==> config.mk <==
export PLATFORM = sky130hd
export DESIGN_NAME = id_stage_pipe
export DESIGN_NICKNAME = d
export VERILOG_FILES = /design/src/rtl/id_stage_pipe_pkg.sv /design/src/rtl/id_stage_pipe_fwd_mux.sv /design/src/rtl/id_stage_pipe.sv
export SDC_FILE = /design/constraint.sdc
export NUM_CORES = 1
export LEC_CHECK = 0
export ABC_AREA = 1
export BUFFER_PORTS_ARGS = -buffer_cell sky130_fd_sc_hd__buf_2
export CAP_MARGIN = 10
export CORE_ASPECT_RATIO = 1.1
export CORE_MARGIN = 4
export CORE_UTILIZATION = 49
export CTS_CLUSTER_SIZE = 12
export DETAILED_ROUTE_END_ITERATION = 10
export PLACE_DENSITY_LB_ADDON = 0.08
export SETUP_SLACK_MARGIN = 0.3
export SYNTH_ARGS = -nofsm -noshare
export SYNTH_HDL_FRONTEND = slang
export SYNTH_SLANG_ARGS = --single-unit
==> constraint.sdc <==
create_clock -name clk -period 6.1 [get_ports clk]
set_clock_uncertainty 0.2 [all_clocks]
set_input_delay 1.22 -clock clk [delete_from_list [all_inputs] [get_ports clk]]
set_output_delay 1.22 -clock clk [all_outputs]
set_load 0.05 [all_outputs]
==> src/rtl/id_stage_pipe_pkg.sv <==
// id_stage_pipe_pkg: opcode, funct and ALU encodings shared by the decode stage
package id_stage_pipe_pkg;
    localparam int ALU_OP_W  = 8;
    localparam int ALU_SEL_W = 3;
    typedef enum logic {RUN, SQUASH_WAIT} state_t;
    localparam logic [5:0] OPC_SPECIAL = 6'h00, OPC_J = 6'h02, OPC_JAL = 6'h03, OPC_BEQ = 6'h04,
                           OPC_BNE = 6'h05, OPC_ADDIU = 6'h09, OPC_ORI = 6'h0D, OPC_LUI = 6'h0F,
                           OPC_LW = 6'h23, OPC_SW = 6'h2B;
    localparam logic [5:0] FN_SLL = 6'h00, FN_SRL = 6'h02, FN_ADDU = 6'h21, FN_SUBU = 6'h23,
                           FN_AND = 6'h24, FN_OR = 6'h25;
    localparam logic [ALU_OP_W-1:0] ALU_NOP = 8'h00, ALU_OR = 8'h25, ALU_AND = 8'h24,
                                    ALU_SLL = 8'h7C, ALU_SRL = 8'h02, ALU_ADDU = 8'h21,
                                    ALU_SUBU = 8'h23, ALU_JAL = 8'h50, ALU_LW = 8'hE3,
                                    ALU_SW = 8'hEB;
    localparam logic [ALU_SEL_W-1:0] SEL_NOP = 3'd0, SEL_LOGIC = 3'd1, SEL_SHIFT = 3'd2,
                                     SEL_ARITH = 3'd3, SEL_JUMP = 3'd4, SEL_MEM = 3'd5;
endpackage

==> src/rtl/id_stage_pipe_fwd_mux.sv <==
// id_stage_pipe_fwd_mux: per-port operand select, $0 then EX then MEM then register file
module id_stage_pipe_fwd_mux #(
    parameter int DATA_W = 32,
    parameter int ADDR_W = 5,
    parameter int FWD_EN = 1
) (
    input  logic [ADDR_W-1:0] raddr,
    input  logic [DATA_W-1:0] rf_rdata,
    input  logic              ex_we,
    input  logic              ex_is_load,
    input  logic [ADDR_W-1:0] ex_waddr,
    input  logic [DATA_W-1:0] ex_wdata,
    input  logic              mem_we,
    input  logic [ADDR_W-1:0] mem_waddr,
    input  logic [DATA_W-1:0] mem_wdata,
    output logic [DATA_W-1:0] rdata
);
    always_comb
        rdata = raddr == '0 ? '0 :
                FWD_EN == 0 ? rf_rdata :
                (ex_we && !ex_is_load && ex_waddr == raddr) ? ex_wdata :
                (mem_we && mem_waddr == raddr) ? mem_wdata : rf_rdata;
endmodule

==> src/rtl/id_stage_pipe.sv <==
// id_stage_pipe: MIPS decode stage with forwarding, load-use stall, branch resolution and ID/EX register
module id_stage_pipe
    import id_stage_pipe_pkg::*;
#(
    parameter int DATA_W = 32,
    parameter int ADDR_W = 5,
    parameter int DELAY_SLOT = 1,
    parameter int FWD_EN = 1
) (
    input  logic                 clk,
    input  logic                 rst,
    input  logic                 if_valid_i,
    output logic                 if_ready_o,
    input  logic [31:0]          inst_i,
    input  logic [DATA_W-1:0]    inst_addr_i,
    output logic [ADDR_W-1:0]    rf_raddr1_o,
    output logic [ADDR_W-1:0]    rf_raddr2_o,
    input  logic [DATA_W-1:0]    rf_rdata1_i,
    input  logic [DATA_W-1:0]    rf_rdata2_i,
    input  logic                 ex_we_i,
    input  logic                 ex_is_load_i,
    input  logic [ADDR_W-1:0]    ex_waddr_i,
    input  logic [DATA_W-1:0]    ex_wdata_i,
    input  logic                 mem_we_i,
    input  logic [ADDR_W-1:0]    mem_waddr_i,
    input  logic [DATA_W-1:0]    mem_wdata_i,
    input  logic                 ex_ready_i,
    output logic                 id_valid_o,
    output logic [ALU_OP_W-1:0]  aluop_o,
    output logic [ALU_SEL_W-1:0] alusel_o,
    output logic [DATA_W-1:0]    reg1_o,
    output logic [DATA_W-1:0]    reg2_o,
    output logic [DATA_W-1:0]    store_data_o,
    output logic [DATA_W-1:0]    imm_o,
    output logic                 we_o,
    output logic [ADDR_W-1:0]    waddr_o,
    output logic                 link_o,
    output logic                 exc_ri_o,
    output logic                 branch_flag_o,
    output logic [DATA_W-1:0]    branch_target_o
);
    state_t state;
    logic [5:0] op, fn;
    logic [ADDR_W-1:0] rs, rt, rd, d_waddr;
    logic [15:0] imm;
    logic [DATA_W-1:0] op1, op2, pc4, sext, tgt, d_reg1, d_reg2, d_imm, d_store;
    logic [ALU_OP_W-1:0] d_op;
    logic [ALU_SEL_W-1:0] d_sel;
    logic re1, re2, d_we, d_link, d_ri, is_beq, is_bne, is_j, taken;
    logic ex_hit, mem_hit, load_hz, advance, accept;
    assign op = inst_i[31:26];
    assign fn = inst_i[5:0];
    assign rs = ADDR_W'(inst_i[25:21]);
    assign rt = ADDR_W'(inst_i[20:16]);
    assign rd = ADDR_W'(inst_i[15:11]);
    assign imm = inst_i[15:0];
    assign rf_raddr1_o = rs;
    assign rf_raddr2_o = rt;
    assign pc4 = inst_addr_i + DATA_W'(4);
    assign sext = {{(DATA_W-16){imm[15]}}, imm};
    id_stage_pipe_fwd_mux #(.DATA_W(DATA_W), .ADDR_W(ADDR_W), .FWD_EN(FWD_EN)) u_fwd1 (
        .raddr(rs), .rf_rdata(rf_rdata1_i), .ex_we(ex_we_i), .ex_is_load(ex_is_load_i),
        .ex_waddr(ex_waddr_i), .ex_wdata(ex_wdata_i), .mem_we(mem_we_i),
        .mem_waddr(mem_waddr_i), .mem_wdata(mem_wdata_i), .rdata(op1));
    id_stage_pipe_fwd_mux #(.DATA_W(DATA_W), .ADDR_W(ADDR_W), .FWD_EN(FWD_EN)) u_fwd2 (
        .raddr(rt), .rf_rdata(rf_rdata2_i), .ex_we(ex_we_i), .ex_is_load(ex_is_load_i),
        .ex_waddr(ex_waddr_i), .ex_wdata(ex_wdata_i), .mem_we(mem_we_i),
        .mem_waddr(mem_waddr_i), .mem_wdata(mem_wdata_i), .rdata(op2));
    always_comb begin
        re1 = 1'b0; re2 = 1'b0; d_we = 1'b0; d_waddr = '0; d_link = 1'b0; d_ri = 1'b0;
        d_op = ALU_NOP; d_sel = SEL_NOP; d_reg1 = '0; d_reg2 = '0; d_imm = '0; d_store = '0;
        is_beq = 1'b0; is_bne = 1'b0; is_j = 1'b0;
        case (op)
            OPC_SPECIAL: begin
                case (fn)
                    FN_ADDU, FN_SUBU, FN_AND, FN_OR: begin
                        re1 = 1'b1; re2 = 1'b1; d_we = 1'b1; d_waddr = rd; d_reg1 = op1; d_reg2 = op2;
                        d_op = fn == FN_ADDU ? ALU_ADDU : fn == FN_SUBU ? ALU_SUBU : fn == FN_AND ? ALU_AND : ALU_OR;
                        d_sel = (fn == FN_AND || fn == FN_OR) ? SEL_LOGIC : SEL_ARITH;
                    end
                    FN_SLL, FN_SRL: begin
                        re2 = 1'b1; d_we = 1'b1; d_waddr = rd; d_reg1 = DATA_W'(inst_i[10:6]); d_reg2 = op2;
                        d_op = fn == FN_SLL ? ALU_SLL : ALU_SRL; d_sel = SEL_SHIFT;
                    end
                    default: d_ri = 1'b1;
                endcase
            end
            OPC_ORI: begin
                re1 = 1'b1; d_we = 1'b1; d_waddr = rt; d_reg1 = op1; d_reg2 = DATA_W'(imm);
                d_op = ALU_OR; d_sel = SEL_LOGIC;
            end
            OPC_ADDIU: begin
                re1 = 1'b1; d_we = 1'b1; d_waddr = rt; d_reg1 = op1; d_reg2 = sext;
                d_op = ALU_ADDU; d_sel = SEL_ARITH;
            end
            OPC_LUI: begin
                d_we = 1'b1; d_waddr = rt; d_reg2 = {imm, {(DATA_W-16){1'b0}}};
                d_op = ALU_OR; d_sel = SEL_LOGIC;
            end
            OPC_BEQ: begin re1 = 1'b1; re2 = 1'b1; is_beq = 1'b1; end
            OPC_BNE: begin re1 = 1'b1; re2 = 1'b1; is_bne = 1'b1; end
            OPC_J: is_j = 1'b1;
            OPC_JAL: begin
                is_j = 1'b1; d_we = 1'b1; d_waddr = ADDR_W'(31); d_link = 1'b1;
                d_reg1 = inst_addr_i + DATA_W'(8); d_op = ALU_JAL; d_sel = SEL_JUMP;
            end
            OPC_LW: begin
                re1 = 1'b1; d_we = 1'b1; d_waddr = rt; d_reg1 = op1; d_imm = sext;
                d_op = ALU_LW; d_sel = SEL_MEM;
            end
            OPC_SW: begin
                re1 = 1'b1; re2 = 1'b1; d_reg1 = op1; d_reg2 = op2; d_store = op2; d_imm = sext;
                d_op = ALU_SW; d_sel = SEL_MEM;
            end
            default: d_ri = 1'b1;
        endcase
    end
    assign taken = is_j || (is_beq && op1 == op2) || (is_bne && op1 != op2);
    assign tgt = !taken ? '0 : is_j ? {pc4[DATA_W-1:28], inst_i[25:0], 2'b00} : pc4 + (sext << 2);
    // only registers this instruction really reads can create a hazard
    assign ex_hit = ex_we_i && ((re1 && |rs && ex_waddr_i == rs) || (re2 && |rt && ex_waddr_i == rt));
    assign mem_hit = mem_we_i && ((re1 && |rs && mem_waddr_i == rs) || (re2 && |rt && mem_waddr_i == rt));
    assign load_hz = (ex_is_load_i && ex_hit) || (FWD_EN == 0 && (ex_hit || mem_hit));
    assign advance = !id_valid_o || ex_ready_i;
    assign if_ready_o = state == SQUASH_WAIT || (advance && !load_hz);
    assign accept = if_valid_i && state == RUN && advance && !load_hz;
    always_ff @(posedge clk or posedge rst) begin
        if (rst) begin
            state <= RUN;
            branch_flag_o <= 1'b0;
            {id_valid_o, aluop_o, alusel_o, reg1_o, reg2_o, store_data_o, imm_o, we_o, waddr_o,
             link_o, exc_ri_o, branch_target_o} <= '0;
        end else begin
            branch_flag_o <= accept && taken;
            state <= (accept && taken && DELAY_SLOT == 0) ? SQUASH_WAIT :
                     (state == SQUASH_WAIT && if_valid_i) ? RUN : state;
            if (accept)
                {id_valid_o, aluop_o, alusel_o, reg1_o, reg2_o, store_data_o, imm_o, we_o, waddr_o,
                 link_o, exc_ri_o, branch_target_o} <= {1'b1, d_op, d_sel, d_reg1, d_reg2, d_store,
                 d_imm, d_we, d_waddr, d_link, d_ri, tgt};
            else if (advance)
                {id_valid_o, aluop_o, alusel_o, reg1_o, reg2_o, store_data_o, imm_o, we_o, waddr_o,
                 link_o, exc_ri_o, branch_target_o} <= '0;
        end
    end
endmodule
==> results.ini, run 1 <==
[grt]
grt_pass1_wl_mm=96.8
grt.total_usage_pct=39.1
grt_max_degree=96
grt_pass1_vias=16200
antenna_found_initial=2
grt-ovfl-total=0

[yosys]
synth_nets=2411
syn_area_per_cell_um2=6.68
ys_seq_area_share_pct=28.6
synth.most_common_cell=nand2_1
synth-main-ff-cell=dfrtp_1
synth.cells.most_frequent=600 x nand2_1, 251 x nand3_1, 229 x inv_1, 177 x nor2_1, 165 x dfrtp_1
synth_area_mm2=0.0144
syn_inst=2163
synth_seq_cells=165
synth-edff-count=0
yosysTopAreaCell=dfrtp_1
ys_types=50
ys_async_sr_fraction_pct=100
synth_top_area_share_pct=28.6
yosys_warnings=0
synthTopCellsByArea=dfrtp_1 29%, nand2_1 16%, nand3_1 8.7%, inv_1 5.9%, nor2_1 4.6%

[critical_path]
required_ns=6.29
startpoint=inst_addr_i[4]
cp-end-kind=flop
start_kind=input pin
r2r_setup_slack_ns=3.44
reg2regPathDepth=5
r2r-start=id_valid_o$_DFFE_PP0P_
timing.rr.end=reg1_o[25]$_DFFE_PP0P_
crit_fanout=4
cp_data_arrival_time_ns=5.64
crit_type=input pin to flop

[sta]
max_slew.worst_pin.slew_ns=0.967
drv_slew=0
hold_viol=0
max_freq_mhz=183
finalCritPeriodShare_pct=89.3
setup-tns-final_ns=0
grt_setup_unrepaired=no
period_needed_ns=5.45
setup_viol=0
slew-limit-headroom_pct=35.5

[route]
vias=17000
firstDrtPassIters=8
wl_mm=65.0
routed_via_density=5.93
post-route-drc-count=0
wire_per_inst_um=22.7
drt_iter0_markers=1664
postRouteAntennaNets=0

[placed_design]
io_buffers=400
place_hpwl_mm=52.1
place.gp.congestion=1.04

[cts]
clk_pin_slew_worst_paths_ns=0.07
cts_tree=yes
cts_buffers=17
postCtsHoldBufs=0
htreeDepth=4
cts_resized=0
postCtsSetupBuffers=0
clock_latency_ns=0.44
cts-root-buf=clkbuf_16
clk_path_buf_depth=2
clkSinkCount=165

[floorplan]
coreArea_mm2=0.0289
io_pins=401
die_h_um=188
fp.dieW_um=172
row_count=65
dieArea_mm2=0.0323
start_util_pct=50.0

[final_layout]
layout-drive-gt1-share_pct=22.3
area_delta_synth_final_pct=18.1
fill_cells=2825
finalNetCount=2725
fin_util_pct=59.1

[pwr]
power.leakage_nw=9.87
power_density_mw_per_mm2=189
ir_worst_vdd_v=0.000165

[run]
drv_cap=0

[outcome]
status=complete, no violations

[worst_hold_path]
hold_start=branch_target_o[30]$_DFFE_PP0P_
hold_path_depth=2
hold_path_end=branch_target_o[30]$_DFFE_PP0P_
hp-class=flop to flop

[how the worst max path moves through the flow]
stage | end | slack, ns | cells past startpoint
2_1_floorplan | branch_target_o[27]$_DFFE_PP0P_ | 1.65 | 24
3_3_place_gp | branch_target_o[29]$_DFFE_PP0P_ | 0.45 | 25
3_5_place_dp | branch_target_o[29]$_DFFE_PP0P_ | 0.45 | 25
4_1_cts | branch_target_o[29]$_DFFE_PP0P_ | 0.88 | 25
5_1_grt | branch_target_o[29]$_DFFE_PP0P_ | 0.55 | 25
6_report | branch_target_o[29]$_DFFE_PP0P_ | 0.65 | 25
[kinds of logic after synthesis]
group | after synthesis | synth area share [%]
XOR/XNOR | 42 | 2.55
flip-flops | 165 | 28.6
AND/OR/NAND/NOR | 1163 | 35.9
AO/OA/AOI/OAI | 369 | 17.7
buffers and inverters | 385 | 11.8
adder cells (fa/ha/maj) | 39 | 3.43
[layout by cell type (no fill, tap or decap), drive strengths merged, types with 7 or more instances in the layout]
master / Yosys / routed
o22ai: 33 / 33
buf: 82 / 432
nor3: 35 / 35
o221ai: 18 / 18
or2: 9 / 9
o21ai: 109 / 109
dfrtp: 165 / 165
nand4: 10 / 10
and2b: 14 / 14
clkbuf: 55 / 17
o211ai: 13 / 13
inv: 247 / 255
o32ai: 7 / 7
a22o: 66 / 66
nor2b: 10 / 10
a32o: 45 / 45
a21oi: 57 / 57
nand2: 603 / 603
nor2: 189 / 189
ha: 38 / 38
nor4: 7 / 7
xor2: 34 / 34
nand3: 284 / 284
xnor2: 8 / 8
[per-layer routing]
layer,global-route usage [%],vias up,part of all wire (%)
li1,-,7830,-
met1,47.1,7881,37
met2,65.1,1028,47
met3,6.33,212,8.6
met4,23.6,0,7.4
met5,0,-,0
[per-stage QoR]
stage                     worst slack, ns  cells  total power (W)  hold WS (ns)  cell area, um2
after floorplan                      1.65   2163          0.00172         0.560           14500
after global placement              0.450   2826          0.00204         0.258           16400
after detailed placement            0.449   2826          0.00204         0.261           16400
after CTS                           0.876   2858          0.00320         0.280           17100
after global routing                0.551   2860          0.00335         0.290           17100
final                               0.650   2860          0.00322         0.275           17100
[layout make-up]
type                    count  area, um2  share of cell area [%]
clock buffers              17        425                    2.49
flip-flops and latches    165       4130                    24.2
repair buffers            432       2270                    13.3
well taps                 368        460                    2.70
diodes                      2       5.00                  0.0293
multi-input cells        1613       8650                    50.7
inverters                 248        935                    5.48
clock inverters            15        198                    1.16
[power breakdown]
group | switching, W | internal (W) | leakage, nW
Combinational | 0.000667 | 0.000257 | 7.27
Clock | 0.000577 | 0.000598 | 0.305
Sequential | 0.0000119 | 0.00111 | 2.29
Total | 0.00126 | 0.00196 | 9.87
[critical path, stage by stage]
cell and delay, ns:
buf_2 0.13, ha_1 0.23, inv_1 0.08, nor2_1 0.18
inv_1 0.06, nor2_1 0.13, inv_1 0.08, nor2_1 0.15
inv_1 0.08, nor2_1 0.14, nand2_1 0.14, nor3_2 0.29
xor2_1 0.22, o21ai_0 0.19, ha_1 0.37, nand2_1 0.11
nor4_1 0.69, nand3_1 0.21, nand3_1 0.27, a21oi_1 0.16
o21ai_0 0.17, a21oi_1 0.06, nor2_1 0.11, nand3_1 0.08
nand2_1 0.09
[flip-flops by register name (all words and copies together) (netlist names), 3 cells and up]
signal,flops
alusel_o,3
imm_o,16
aluop_o,8
waddr_o,5
reg2_o,32
branch_target_o,32
store_data_o,32
reg1_o,32
Power figures use the tool's default switching activity.
==> run 2: changes to the inputs <==
--- a/config.mk
+++ b/config.mk
@@ -6,13 +6,13 @@
 export NUM_CORES = 1
 export LEC_CHECK = 0
 export ABC_AREA = 1
-export BUFFER_PORTS_ARGS = -buffer_cell sky130_fd_sc_hd__buf_2
 export CAP_MARGIN = 10
 export CORE_ASPECT_RATIO = 1.1
 export CORE_MARGIN = 4
-export CORE_UTILIZATION = 49
+export CORE_UTILIZATION = 56
 export CTS_CLUSTER_SIZE = 12
 export DETAILED_ROUTE_END_ITERATION = 10
+export DONT_BUFFER_PORTS = 1
 export PLACE_DENSITY_LB_ADDON = 0.08
 export SETUP_SLACK_MARGIN = 0.3
 export SYNTH_ARGS = -nofsm -noshare
==> run 2 against run 1 <==
  * Non-clock buffer count is 410 lower
  * Worst setup slack gained 0.45 ns
  * Cell area shrank 12%
  * Maximum frequency up 9.1%
  * Combinational power decreased by 22%
  * Utilization fell by 0.056 points
  * First-iteration DRC count is 7.7% higher
  * Power fell by 6.4%
  * Die area down 12%
  * Wire length down 7.1%
  * Critical endpoint is now if_ready_o
  * Largest cell class unchanged
==> results.ini, run 2 (synthesized netlist as in run 1, its figures left out) <==
[cts]
htreeDepth=4  ; unchanged
cts_buffers=17  ; unchanged
cts-root-buf=clkbuf_16
clk_path_buf_depth=2  ; unchanged
clkSinkCount=165  ; unchanged
cts_tree=yes
clk_pin_slew_worst_paths_ns=0.08  ; about the same
postCtsSetupBuffers=0  ; unchanged
postCtsHoldBufs=0  ; unchanged
cts_resized=0  ; unchanged
clock_latency_ns=0.44  ; about the same

[worst_hold_path]
hold_start=branch_target_o[28]$_DFFE_PP0P_
hp-class=flop to flop

[sta]
max_freq_mhz=200  ; +9.1%
setup_viol=0  ; unchanged
setup-tns-final_ns=0  ; unchanged
slew-limit-headroom_pct=21.1  ; -14 points
max_slew.worst_pin.slew_ns=1.18  ; +0.215 ns
drv_slew=0  ; unchanged
worst_slack_ns=1.10  ; +0.454 ns
period_needed_ns=5.00  ; -0.454 ns
timing.hold.ws_ns=0.594  ; +0.318 ns
hold_viol=0  ; unchanged
grt_setup_unrepaired=no
finalCritPeriodShare_pct=81.9  ; -7.4 points

[route]
postRouteAntennaNets=0  ; unchanged
vias=15400  ; -9.2%
wire_per_inst_um=24.9  ; +9.5%
route.met2.wl_mm=27.5  ; -10%
firstDrtPassIters=7  ; -1
drt_iter0_markers=1792  ; +7.7%
routed_via_density=6.34  ; +7.0%
route.met3.wl_mm=5.88  ; +4.9%
highest_layer=met4
met1_length_mm=22.8  ; -4.6%
post-route-drc-count=0  ; unchanged
wl_mm=60.4  ; -7.1%

[critical_path]
crit_type=input pin to output pin
required_ns=4.68  ; -1.61 ns
critPathMaxStageDelay_ns=0.90  ; +0.21 ns
start_kind=input pin
r2r-start=id_valid_o$_DFFE_PP0P_
critPathSlowestCell=nor2_2
crit_chain=inv_1, nand4_1, nand2_1, nor2_1, nor2_1, nor2_2, nand2_1, nand3_1, nand2_1, nand3_1, nand2_1, inv_1
cp-end-kind=output pin
cp_data_arrival_time_ns=3.58  ; -2.06 ns
startpoint=inst_i[1]
crit_fanout=33  ; +29
path_common_cell=nand2_1

[final_layout]
area_delta_synth_final_pct=3.57
finalNetCount=2315  ; -15%
design_area_mm2=0.0150  ; -12%
final_common_cell=nand2_1
fill_cells=2481  ; -12%
fin_util_pct=59.1  ; about the same
layout-drive-gt1-share_pct=7.07  ; -15 points
layout_common_cells=600 x nand2_1, 248 x nand3_1, 228 x inv_1

[pwr]
power.leakage_nw=7.95  ; -19%
ir_worst_vdd_v=0.000154  ; -6.9%
power_density_mw_per_mm2=201  ; +6.8%

[placed_design]
dpl_cell_area_mm2=0.0144  ; -13%
place_hpwl_mm=48.1  ; -7.6%
io_buffers=0  ; -100%
place.gp.congestion=1.08  ; +3.8%
dpl_worst_slack_ns=0.820  ; +0.371 ns

[grt]
grt.total_usage_pct=41.1  ; +2.0 points
antenna_found_initial=1  ; -1
grt_max_degree=166  ; +73%
grt_pass1_vias=14400  ; -12%
grt_pass1_wl_mm=89.3  ; -7.7%
grt-ovfl-total=0  ; unchanged

[run]
drv_cap=0  ; unchanged

[floorplan]
die_h_um=176  ; -6.2%
coreArea_mm2=0.0253  ; -12%
start_util_pct=57.0  ; +7.0 points
dieArea_mm2=0.0284  ; -12%
fp.dieW_um=161  ; -6.2%
io_pins=401  ; unchanged
row_count=61  ; -6.2%

[outcome]
status=complete, no violations

==> run 2: worst max-delay path: cells and delay by family <==
kind,cells,cell delay (ns)
AND/OR/NAND/NOR,10,1.90
buffers and inverters,2,0.46
==> run 2: power breakdown <==
part	switching, W	internal (W)	total [W]	leakage [nW]
Sequential	0.0000695	0.00111	0.00118	2.29
Clock	0.000553	0.000560	0.00111	0.291
Combinational	0.000525	0.000198	0.000723	5.37
Total	0.00115	0.00186	0.00301	7.95
==> run 2: routing by layer <==
| metal | global-route usage, % | vias up |
|---|---|---|
| li1 | - | 7019 |
| met2 | 66.5 | 1013 |
| met5 | 0 | - |
| met1 | 51.6 | 7179 |
| met3 | 7.70 | 182 |
| met4 | 23.8 | 0 |
==> run 2: path summary, 6_finish.rpt <==
path | to | slack, ns | cells after the start
setup reg to reg | reg1_o[26]$_DFFE_PP0P_ | 3.12 | 5
max in group asynchronous | reg1_o[22]$_DFFE_PP0P_ | 4.28 | 2
setup / recovery | if_ready_o | 1.10 | 12
hold / removal | branch_target_o[28]$_DFFE_PP0P_ | 0.59 | 2
min in group asynchronous | imm_o[30]$_DFFE_PP0P_ | 0.63 | 2
hold reg to reg | branch_target_o[28]$_DFFE_PP0P_ | 0.59 | 2
==> run 2: area by class of cell <==
type	instances	area, um2	area share (%)
multi-input combinational	1613	8650	57.8
tap	346	433	2.89
timing repair buffer	22	223	1.49
antenna	1	2.50	0.0167
inverter	248	935	6.25
clock inverter	14	153	1.02
clock buffer	18	439	2.93
sequential	165	4130	27.6
==> run 2: through the flow <==
step / power (W) / instances
3_5_place_dp: 0.00190 / 2394
4_1_cts: 0.00300 / 2426
2_1_floorplan: 0.00172 / 2163
3_3_place_gp: 0.00190 / 2394
6_report: 0.00301 / 2427
5_1_grt: 0.00313 / 2427
